`src/rtl/if_fetch_ctrl.sv`:
```
// Instruction-fetch sequencer: owns the PC, addresses the instruction memory
// and loads the IF/ID register, with freeze, branch flush and wait states.
module if_fetch_ctrl #(
  parameter int unsigned          ADDR_W      = 32,
  parameter logic [ADDR_W-1:0]    RESET_PC    = '0,
  parameter int unsigned          WAIT_CYCLES = 0
) (
  input  logic              clk,
  input  logic              rst_n,
  input  logic              freeze,
  input  logic              branch_taken,
  input  logic [ADDR_W-1:0] branch_addr,
  output logic [ADDR_W-1:0] imem_addr,
  input  logic [31:0]       imem_rdata,
  output logic [ADDR_W-1:0] pc_out,
  output logic [31:0]       instr_out,
  output logic              valid_out
);

  localparam int unsigned CNT_W = 4;
  localparam logic [CNT_W-1:0] WAIT_LOAD = CNT_W'(WAIT_CYCLES);
  localparam logic [ADDR_W-1:0] PC_STEP = ADDR_W'(4);

  logic [ADDR_W-1:0] r_pc;
  logic [CNT_W-1:0]  r_wait_cnt;
  logic [ADDR_W-1:0] r_pc_out;
  logic [31:0]       r_instr;
  logic              r_valid;

  logic [ADDR_W-1:0] w_branch_pc;
  logic [ADDR_W-1:0] w_pc_next_seq;
  logic [CNT_W-1:0]  w_wait_dec;
  logic              w_wait_done;
  logic              w_unused_addr_lsb;

  // Word-aligned branch target; the byte offset bits of the target are dropped.
  assign w_branch_pc       = {branch_addr[ADDR_W-1:2], 2'b00};
  assign w_unused_addr_lsb = ^branch_addr[1:0];

  // Sequential PC wraps modulo 2^ADDR_W naturally through the adder width.
  assign w_pc_next_seq = r_pc + PC_STEP;

  // Wait counter saturates at zero.
  assign w_wait_done = (r_wait_cnt == '0);
  assign w_wait_dec  = w_wait_done ? '0 : (r_wait_cnt - CNT_W'(1));

  // PC, wait counter and IF/ID register with branch > freeze > bubble > capture priority.
  always_ff @(posedge clk or negedge rst_n) begin
    if (!rst_n) begin
      r_pc       <= RESET_PC;
      r_wait_cnt <= WAIT_LOAD;
      r_pc_out   <= '0;
      r_instr    <= '0;
      r_valid    <= 1'b0;
    end else if (branch_taken) begin
      r_pc       <= w_branch_pc;
      r_wait_cnt <= WAIT_LOAD;
      r_pc_out   <= '0;
      r_instr    <= '0;
      r_valid    <= 1'b0;
    end else if (freeze) begin
      r_wait_cnt <= w_wait_dec;
    end else if (!w_wait_done) begin
      r_wait_cnt <= w_wait_dec;
      r_instr    <= '0;
      r_valid    <= 1'b0;
    end else begin
      r_pc       <= w_pc_next_seq;
      r_wait_cnt <= WAIT_LOAD;
      r_pc_out   <= w_pc_next_seq;
      r_instr    <= imem_rdata;
      r_valid    <= 1'b1;
    end
  end

  assign imem_addr = r_pc;
  assign pc_out    = r_pc_out;
  assign instr_out = r_instr;
  assign valid_out = r_valid;

endmodule
```
`config.mk`:
```
export PLATFORM = sky130hd
export DESIGN_NAME = if_fetch_ctrl
export DESIGN_NICKNAME = d
export VERILOG_FILES = /design/src/rtl/if_fetch_ctrl.sv
export SDC_FILE = /design/constraint.sdc
export NUM_CORES = 1
export LEC_CHECK = 0
export CORE_MARGIN = 3
export CORE_UTILIZATION = 57
export DETAILED_ROUTE_END_ITERATION = 16
export DONT_BUFFER_PORTS = 1
export PLACE_DENSITY = 0.76
export SLEW_MARGIN = 20
export SYNTH_ARGS = -nofsm -noshare
export SYNTH_HDL_FRONTEND = slang
export SYNTH_SLANG_ARGS = --single-unit
```
`constraint.sdc`:
```
create_clock -name clk -period 2.52 [get_ports clk]
set_input_delay 0.504 -clock clk [delete_from_list [all_inputs] [get_ports clk]]
set_output_delay 0.504 -clock clk [all_outputs]
set_load 0.005 [all_outputs]
```
Word-level counts from Yosys, hierarchy flattened
Cells that the tools add are included.
{"block": "totals", "register_bits": 101, "out_inout_bits": 97, "elab_cells": 25}
{"block": "op_classes", "add_sub_neg": 2, "eq_ne": 1, "muxes": 14, "n_reduce_logical": 3}
{"cell": "two-way mux 32 bit", "count": 7}
{"cell": "adder 32 x 3 -> 32 bit (second input constant)", "count": 1}
{"cell": "two-way mux 4 bit", "count": 4}
{"cell": "zero test 4 bit", "count": 1}
{"cell": "subtractor 4 x 1 -> 4 bit (second input constant)", "count": 1}
{"cell": "two-way mux 1 bit", "count": 3}
{"cell": "inequality test 2 x 1 -> 1 bit (second input constant)", "count": 1}
{"cell": "AND reduction 2 bit", "count": 1}
{"cell": "nonzero test 2 bit", "count": 1}

Depth between registers and ports, before layout
Gate-level depths: netlist of the first run.
{"block": "depth", "depth_word": 5, "mapped_depth": 8, "ltp_nobuf": 6}

Worst setup path before layout of the first run
OpenSTA, ideal clock, no wires.
{"block": "synth_path", "path_type": "register to register", "startpoint": "register r_wait_cnt[0]", "endpoint": "register r_pc[16] (netlist: imem_addr[16])", "setup_ns": 0.069, "arrival_ns": 2.406, "path_slack_ns": 0.045, "path_stages_with_launch": 9, "period_less_slack_ns": 2.475, "path_cell_list": "dfrtp_1 inv_1 ha_1 or4b_1 buf_2 or4_4 buf_6 or4_1 nand3_1"}
{"block": "synth_via", "elab_chain_cells": 3}
{"item": "from (decl)", "line_no": "25", "source": "logic [CNT_W-1:0] r_wait_cnt;"}
{"item": "from (signal assigned)", "line_no": "62", "source": "r_wait_cnt <= w_wait_dec;"}
{"item": "from (signal assigned)", "line_no": "64", "source": "r_wait_cnt <= w_wait_dec;"}
{"item": "zero test 4 bit", "line_no": "44", "source": "assign w_wait_done = (r_wait_cnt == '0);"}
{"item": "nonzero test 2 bit (no source line)"}
{"item": "AND reduction 2 bit (no source line)"}
{"item": "to (signal assigned)", "line_no": "56", "source": "r_pc <= w_branch_pc;"}
{"item": "to (signal assigned)", "line_no": "68", "source": "r_pc <= w_pc_next_seq;"}
{"item": "to (decl)", "line_no": "24", "source": "logic [ADDR_W-1:0] r_pc;"}
Every way passes these cells.
A chain may end at the register's enable or synchronous reset.

Worst setup path in the final report of the first run
{"block": "layout_path", "startpoint": "register r_wait_cnt[0]", "endpoint": "register r_pc[22] (netlist: imem_addr[22])"}
The elaborated chain is that of the path after synthesis.

==> results.cfg, run 1 <==
[clock_tree]
insertion_delay_ps = 370
h-tree-depth = 3
clk_pin_slew_ps = 100
cts_sinks = 98
cts-root-buf = clkbuf_8
cts_tree = done
numCtsBuffers = 9
clock_path_buffers = 2

[global_routing]
grt.total_usage_pct = 26.4
grt_pass1_wl_microns = 20600
grt_max_degree = 99
antenna_found_initial = 0
grt_pass1_vias = 3972
grt.overflow.total = 0

[timing]
finalCritPeriodShare_pct = 97.8
maxSlewHeadroom_pct = 56.6
worstMarginPinSlew_ps = 645
clock.fmax_ghz = 0.406
whs_ps = -182
hold_violations = 98
min_period_ps = 2460
fin_skew_ps = 13.6
slew_violations = 0
rsz0062_at_grt = true
finalSetupViolCount = 0

[placed_design]
dp_hpwl_microns = 8700
place.gp.congestion = 0.844
place_area_sq_um = 5020
io_buffers = 0

[synth]
synth_cell_types = 47
ys_seq_area_share_pct = 50.9
synthTopCellsByArea = dfrtp_1 51%, a22o_1 6.0%, o21ai_0 4.5%, or4_1 3.7%, a31oi_1 3.5%
netlist_area_sq_um = 4820
synth_edf_count = 0
synth_area_per_cell_sq_um = 9.81
synth_flop_cell = dfrtp_1
syn_inst = 491
synth_top_cell_area_share_pct = 50.9
yosys.area.top_type = dfrtp_1
ys_seq_elements = 98
synthArstFlopShare_pct = 100
synth_warnings = 0

[floorplanning]
ios = 165
num_rows = 32
core_area_sq_um = 7970
initial_core_util_pct = 60.5
die-width_microns = 97.9
die_area_sq_um = 9590
die_h_microns = 97.9

[setup_path]
cp.arrival_ps = 2760
cp_num_buf_inv = 1
cp_max_fo = 7
path_cells = inv_2, ha_4, or4b_4, or4_4, or4_4, a31oi_1
critical-path-top-delay-family = simple AND/OR/NAND/NOR gates
cpMostUsedCell = or4_4
critPathLaunchType = flip-flop
required_ps = 2810
crit_path_end_kind = flip-flop
cpMaxStageDelayCell = or4_4
criticalPathCategory = flip-flop to flip-flop
slowest_delay_ps = 600

[layout]
fin_util_pct = 66.3
drive_gt1_share_pct = 14.1
fin_area_sq_um = 5280
areaGrowthSynthToFinish_pct = 9.64
nFillCells = 628
fin_nets = 563
diodes = 0

[detailed_routing]
viasPerCell = 6.75
vias = 4046
drtPass1Iterations = 5
initialDrtViolationCount = 304
drcViolationCount = 0
wire_per_inst_microns = 21.5
drt_wl_total_microns = 12900
antenna_left = 0

[power]
vdd_ir_drop_max_uv = 453
powerDensity_nw_per_um2 = 837
p_leak_nw = 2.14

[outcome]
status = finished with violations
violations = negative hold slack

[run]
drv_cap = 0

[worst_hold_path]
hp-class = input port to asynchronous set/reset pin
cell type report:
| class | count | area [sq um] | area share (%) |
|---|---|---|---|
| clock inverters | 6 | 53.8 | 1.02 |
| repair buffers | 35 | 263 | 4.98 |
| multi-input cells | 343 | 2230 | 42.2 |
| flip-flops and latches | 98 | 2450 | 46.4 |
| clock buffers | 10 | 138 | 2.61 |
| inverters | 5 | 18.8 | 0.355 |
| well taps | 102 | 128 | 2.42 |
stage by stage:
stage | TNS (ps) | cells | total power [mW] | setup WS [ps]
floorplan | 0 | 492 | 3.00 | 45.0
global placement | 0 | 581 | 3.35 | 16.9
detailed placement | -264 | 581 | 3.41 | -70.7
CTS | -194 | 598 | 4.42 | -62.6
global route | -27.0 | 599 | 4.70 | -27.0
finish | 0 | 599 | 4.42 | 55.3
timing repair:
item,in CTS,in global routing
pin swaps,3,7
setup endpoints to repair,12,17
buffers inserted,0,2
endpoints found under the hold margin,98,98
resized for setup,3,12
cloned,1,0
per-layer routing:
| layer | global-route usage [%] | vias up | share of wire [%] |
|---|---|---|---|
| met5 | 0 | - | 0 |
| met4 | 8.52 | 0 | 1.5 |
| met3 | 10.1 | 20 | 10 |
| met2 | 39.8 | 182 | 48 |
| met1 | 35.4 | 1998 | 41 |
| li1 | - | 1846 | - |
cell usage in the layout (no fill, tap or decap), types with 14 or more instances in the layout:
cell / instances
o21ai_0: 43
nand3_1: 23
buf_4: 35
o31ai_1: 14
or4_1: 19
a22o_1: 33
a31oi_1: 26
nand2_1: 32
dfrtp_1: 98
nor2_1: 25
flip-flops by register name, summed over array words and instances, names as in the netlist:
name	count
instr_out	32
pc_out	31
imem_addr	30
r_wait_cnt	4
valid_out	1
worst reg2reg max path: cells and delay by family, from the launching register on:
kind                     cells  cell delay, ps
AO/OA/AOI/OAI                1             130
adder cells (fa/ha/maj)      1             130
buffers and inverters        1              90
flip-flops                   1             400
AND/OR/NAND/NOR              3            1660
power breakdown:
group,switching [mW],internal (mW),total (mW)
clock network,0.593,0.406,0.999
registers,0.353,1.93,2.28
logic,0.657,0.480,1.14
synthesized netlist by cell type, drive strengths merged, types with 2 or more instances:
cell type	number
a211oi	4
a21oi	12
a22o	33
a311oi	2
a31oi	27
and2	2
and3	5
and4	6
buf	9
clkbuf	38
dfrtp	98
ha	3
inv	4
nand2	32
nand2b	3
nand3	23
nand4	13
nor2	26
nor2b	3
nor3	8
nor4	4
o211ai	5
o21ai	43
o31ai	15
or3	13
or4	25
or4b	2
xnor2	11
xor2	10
cells by family after synthesis:
group | after synthesis | share of synthesized area, %
compound gates | 146 | 20.2
simple gates | 169 | 19.5
fa+ha+maj | 3 | 0.779
flops | 98 | 50.9
xor+xnor | 21 | 3.82
buf+inv | 52 | 4.52
other cells | 1 | 0.0778
mux | 1 | 0.234
worst paths after layout:
check	start	to	slack (ps)	cells after the start
max reg2reg	r_wait_cnt[0]$_DFF_PN0_	imem_addr[22]$_DFFE_PN0P_	60	6
max	r_wait_cnt[0]$_DFF_PN0_	imem_addr[22]$_DFFE_PN0P_	60	6
min reg2reg	valid_out$_DFFE_PN0P_	valid_out$_DFFE_PN0P_	540	2
min	rst_n	imem_addr[24]$_DFFE_PN0P_	-180	0
min in group clk	branch_taken	pc_out[3]$_DFFE_PN0P_	190	1
max in group asynchronous	rst_n	imem_addr[14]$_DFFE_PN0P_	2540	0
Power figures use the tool's default switching activity.
==> inputs of run 2 (changes only) <==
--- a/config.mk
+++ b/config.mk
@@ -6,11 +6,11 @@
 export NUM_CORES = 1
 export LEC_CHECK = 0
 export CORE_MARGIN = 3
-export CORE_UTILIZATION = 57
+export CORE_UTILIZATION = 55
 export DETAILED_ROUTE_END_ITERATION = 16
 export DONT_BUFFER_PORTS = 1
-export PLACE_DENSITY = 0.76
-export SLEW_MARGIN = 20
+export PLACE_DENSITY = 0.74
+export SLEW_MARGIN = 40
 export SYNTH_ARGS = -nofsm -noshare
 export SYNTH_HDL_FRONTEND = slang
 export SYNTH_SLANG_ARGS = --single-unit
==> results.cfg, run 2 (synthesis gave the netlist of run 1 again) <==
[outcome]
status = finished with violations
violations = negative hold slack

[setup_path]
path_cells = inv_2, ha_4, or4b_4, buf_6, or4_4, or4_1, a31oi_1
critical-path-top-delay-family = simple AND/OR/NAND/NOR gates
cp_max_fo = 6
critPathLaunchType = flip-flop
cp_num_buf_inv = 2
slowest_delay_ps = 570
cp.arrival_ps = 2780
cpMaxStageDelayCell = or4_4
criticalPathCategory = flip-flop to flip-flop
required_ps = 2800
crit_path_end_kind = flip-flop

[clock_tree]
clock_path_buffers = 2
h-tree-depth = 3
cts_sinks = 98
numCtsBuffers = 9
clk_pin_slew_ps = 100
cts-root-buf = clkbuf_8
cts_tree = done
insertion_delay_ps = 360

[timing]
fin_skew_ps = 13.0
min_period_ps = 2500
rsz0062_at_grt = true
clock.fmax_ghz = 0.400
finalSetupViolCount = 0
finalCritPeriodShare_pct = 99.2
worstMarginPinSlew_ps = 631
hold_violations = 98
maxSlewHeadroom_pct = 58.0
slew_violations = 0
whs_ps = -177

[layout]
multiInputGateArea_sq_um = 2200
nFillCells = 702
fin_util_pct = 63.0
areaGrowthSynthToFinish_pct = 9.12
regArea_sq_um = 2450
layout_commonest_cell = dfrtp_1
fin_nets = 561
largest_register_ff_count = 32
diodes = 0
fin_area_sq_um = 5260
drive_gt1_share_pct = 12.9
layout_common_cells = 98 x dfrtp_1, 43 x o21ai_0, 33 x a22o_1

[detailed_routing]
wire_per_inst_microns = 20.8
antenna_left = 0
viasPerCell = 6.71
drt_wl_total_microns = 12500
initialDrtViolationCount = 245
drcViolationCount = 0
vias = 4024
drtPass1Iterations = 5

[power]
powerDensity_nw_per_um2 = 843
p_leak_nw = 2.12
vdd_ir_drop_max_uv = 518

[global_routing]
grt_pass1_vias = 3787
grt_max_degree = 99
grt.total_usage_pct = 25.3
antenna_found_initial = 0
grt.overflow.total = 0
grt_pass1_wl_microns = 20100

[run]
drv_cap = 0

[floorplanning]
die_area_sq_um = 9920
core_area_sq_um = 8340
num_rows = 33
ios = 165
die_h_microns = 99.6
die-width_microns = 99.6
initial_core_util_pct = 57.8

[placed_design]
place_area_sq_um = 5000
io_buffers = 0
place.gp.congestion = 0.845
dp_hpwl_microns = 8620

[worst_hold_path]
hp-class = input port to asynchronous set/reset pin
==> run 2: cell types whose count changed in the layout (fill, tap and decap cells not counted), sizes merged <==
cell	change
inv	-2
clkinv	+2
buf	-2
==> run 2: path summary, 6_finish.rpt <==
kind / start / endpoint / slack [ps] / cells past startpoint
setup / recovery: r_wait_cnt[0]$_DFF_PN0_ / imem_addr[26]$_DFFE_PN0P_ / 20 / 7
min in group clk: branch_taken / pc_out[3]$_DFFE_PN0P_ / 190 / 1
hold reg to reg: valid_out$_DFFE_PN0P_ / valid_out$_DFFE_PN0P_ / 540 / 2
max in group asynchronous: rst_n / pc_out[12]$_DFFE_PN0P_ / 2540 / 0
hold / removal: rst_n / pc_out[28]$_DFFE_PN0P_ / -180 / 0
setup reg to reg: r_wait_cnt[0]$_DFF_PN0_ / imem_addr[26]$_DFFE_PN0P_ / 20 / 7
==> run 2: stage by stage <==
stage / power (mW) / setup TNS, ps / setup WS [ps] / instances
CTS: 4.41 / -111 / -31.6 / 598
global placement: 3.35 / -1.06 / -1.06 / 581
global route: 4.72 / -74.5 / -39.1 / 600
finish: 4.43 / 0 / 19.3 / 600
detailed placement: 3.39 / -319 / -59.5 / 581
floorplan: 3.00 / 0 / 45.0 / 492
==> run 2: cell type report <==
cell class              count  area share, %
flip-flops and latches     98           46.7
clock buffers              10           2.62
multi-input cells         343           41.9
repair buffers             33           4.78
clock inverters             6           1.17
inverters                   5          0.357
well taps                 105           2.50
==> run 2: layer usage <==
layer	part of all wire (%)	GRT usage, %
met3	9.4	8.91
met5	0	0
met1	41	34.4
met2	48	38.4
met4	1.2	7.14
==> run 2: what timing repair did <==
item	4_1_cts	5_1_grt
gates resized for setup	3	7
pin swaps	3	2
gates cloned	1	0
setup buffers	0	2
hold endpoints to repair	98	98
endpoints found under the setup margin	12	15
==> run 2: where the power goes <==
part           total [mW]  switching, mW  internal, mW
clock network        1.01          0.598         0.409
logic                1.14          0.639         0.497
registers            2.29          0.360          1.93
total                4.43           1.60          2.83
==> run 2: worst reg2reg max path: cells and delay by family (launching register included) <==
family,cells,cell delay [ps]
buf+inv,2,240
compound gates,1,170
flops,1,410
simple gates,3,1470
fa+ha+maj,1,130
==> inputs of run 3 (changes only) <==
--- a/config.mk
+++ b/config.mk
@@ -5,7 +5,6 @@
 export SDC_FILE = /design/constraint.sdc
 export NUM_CORES = 1
 export LEC_CHECK = 0
-export CORE_MARGIN = 3
 export CORE_UTILIZATION = 55
 export DETAILED_ROUTE_END_ITERATION = 16
 export DONT_BUFFER_PORTS = 1
==> results.cfg, run 3 (synthesis gave the netlist of run 1 again) <==
[floorplanning]
die-width_microns = 95.6
initial_core_util_pct = 57.8
ios = 165
die_area_sq_um = 9140
core_area_sq_um = 8340
die_h_microns = 95.6
num_rows = 33

[global_routing]
grt.total_usage_pct = 27.6
grt.overflow.total = 0
grt_pass1_wl_microns = 19100
grt_pass1_vias = 3843
antenna_found_initial = 0
grt_max_degree = 99

[power]
vdd_ir_drop_max_uv = 447
p_leak_nw = 2.14
power_mw = 4.45
powerDensity_nw_per_um2 = 843

[setup_path]
cp_num_buf_inv = 2
criticalPathCategory = flip-flop to flip-flop
path_cells = inv_2, ha_4, or4b_4, buf_6, or4_4, or4_1, a31oi_1
cp_max_fo = 7
r2r.worst_path.cells = 7
reg2reg_to = imem_addr[20]$_DFFE_PN0P_
rrSetupSlack_ps = 20
crit_path_end_kind = flip-flop
rr_startpoint = r_wait_cnt[0]$_DFF_PN0_
cp.arrival_ps = 2790
critical-path-top-delay-family = simple AND/OR/NAND/NOR gates
critPathLaunchType = flip-flop
required_ps = 2810
cpMaxStageDelayCell = or4_4
slowest_delay_ps = 570

[clock_tree]
clock_path_buffers = 2
cts_tree = done
numCtsBuffers = 9
h-tree-depth = 3
insertion_delay_ps = 370
clk_pin_slew_ps = 110
cts-root-buf = clkbuf_8
cts_sinks = 98

[detailed_routing]
drt_wl_total_microns = 12400
vias = 3998
wire_per_inst_microns = 20.6
antenna_left = 0
drcViolationCount = 0
drtPass1Iterations = 5
initialDrtViolationCount = 272
viasPerCell = 6.62

[layout]
fin_nets = 565
diodes = 0
drive_gt1_share_pct = 13.8
multiInputGateArea_sq_um = 2210
areaGrowthSynthToFinish_pct = 9.74
largest_register_ff_count = 32
layout_commonest_cell = dfrtp_1
fin_area_sq_um = 5290
regArea_sq_um = 2450
nFillCells = 701
final_cells = 604
layout_common_cells = 98 x dfrtp_1, 43 x o21ai_0, 36 x buf_4

[outcome]
status = finished with violations
violations = negative hold slack

[timing]
finalCritPeriodShare_pct = 99.2
whs_ps = -184
rsz0062_at_grt = true
finalSetupViolCount = 0
fin_skew_ps = 17.3
hold_violations = 98
min_period_ps = 2500
maxSlewHeadroom_pct = 65.4
worstMarginPinSlew_ps = 516
slew_violations = 0
clock.fmax_ghz = 0.400

[placed_design]
dp_cells = 582
dp_hpwl_microns = 8400
io_buffers = 0
place.gp.congestion = 0.773
place_area_sq_um = 5000

[worst_hold_path]
hp-class = input port to asynchronous set/reset pin

[run]
drv_cap = 0
## run 3: area by class of cell
class	count	share of cell area [%]
clock buffer	10	2.60
multi-input combinational	343	41.8
inverter	5	0.355
tap	105	2.49
sequential	98	46.4
clock inverter	6	1.07
timing repair buffer	37	5.33
## run 3: per-stage QoR
stage          worst slack (ps)  TNS, ps  utilization, %
6_report                   19.2        0            63.4
5_1_grt                   -12.0    -12.0            63.4
4_1_cts                   -28.2     -109            62.8
3_5_place_dp              -81.7     -372            60.0
3_3_place_gp               6.64        0            60.0
2_1_floorplan              45.0        0               -
## run 3: repair_timing
action | in CTS | in global routing
gates cloned | 1 | 0
endpoints found under the hold margin | 98 | 98
buffers inserted | 2 | 3
endpoints found under the setup margin | 11 | 14
resized for setup | 4 | 7
pin swaps | 3 | 2
## run 3: worst max path at each step
stage	from	endpoint	depth (start not counted)
after floorplan	r_wait_cnt[0]$_DFF_PN0_	imem_addr[16]$_DFFE_PN0P_	8
after global placement	r_wait_cnt[0]$_DFF_PN0_	imem_addr[30]$_DFFE_PN0P_	7
after detailed placement	r_wait_cnt[0]$_DFF_PN0_	imem_addr[20]$_DFFE_PN0P_	7
after CTS	r_wait_cnt[0]$_DFF_PN0_	imem_addr[19]$_DFFE_PN0P_	7
after global routing	r_wait_cnt[0]$_DFF_PN0_	imem_addr[20]$_DFFE_PN0P_	7
final	r_wait_cnt[0]$_DFF_PN0_	imem_addr[20]$_DFFE_PN0P_	7
## run 3: per-layer routing
layer | routed length [microns] | global-route usage, %
met5 | 0 | 0
met4 | 235 | 10.6
met3 | 1120 | 8.61
met2 | 5800 | 42.2
met1 | 5260 | 36.7
## run 3: report_power, final
part           switching [mW]  total (mW)  leakage [nW]  internal [mW]
logic                   0.668        1.19         0.785          0.518
registers               0.347        2.28          1.26           1.93
clock network           0.585       0.992        0.0969          0.407
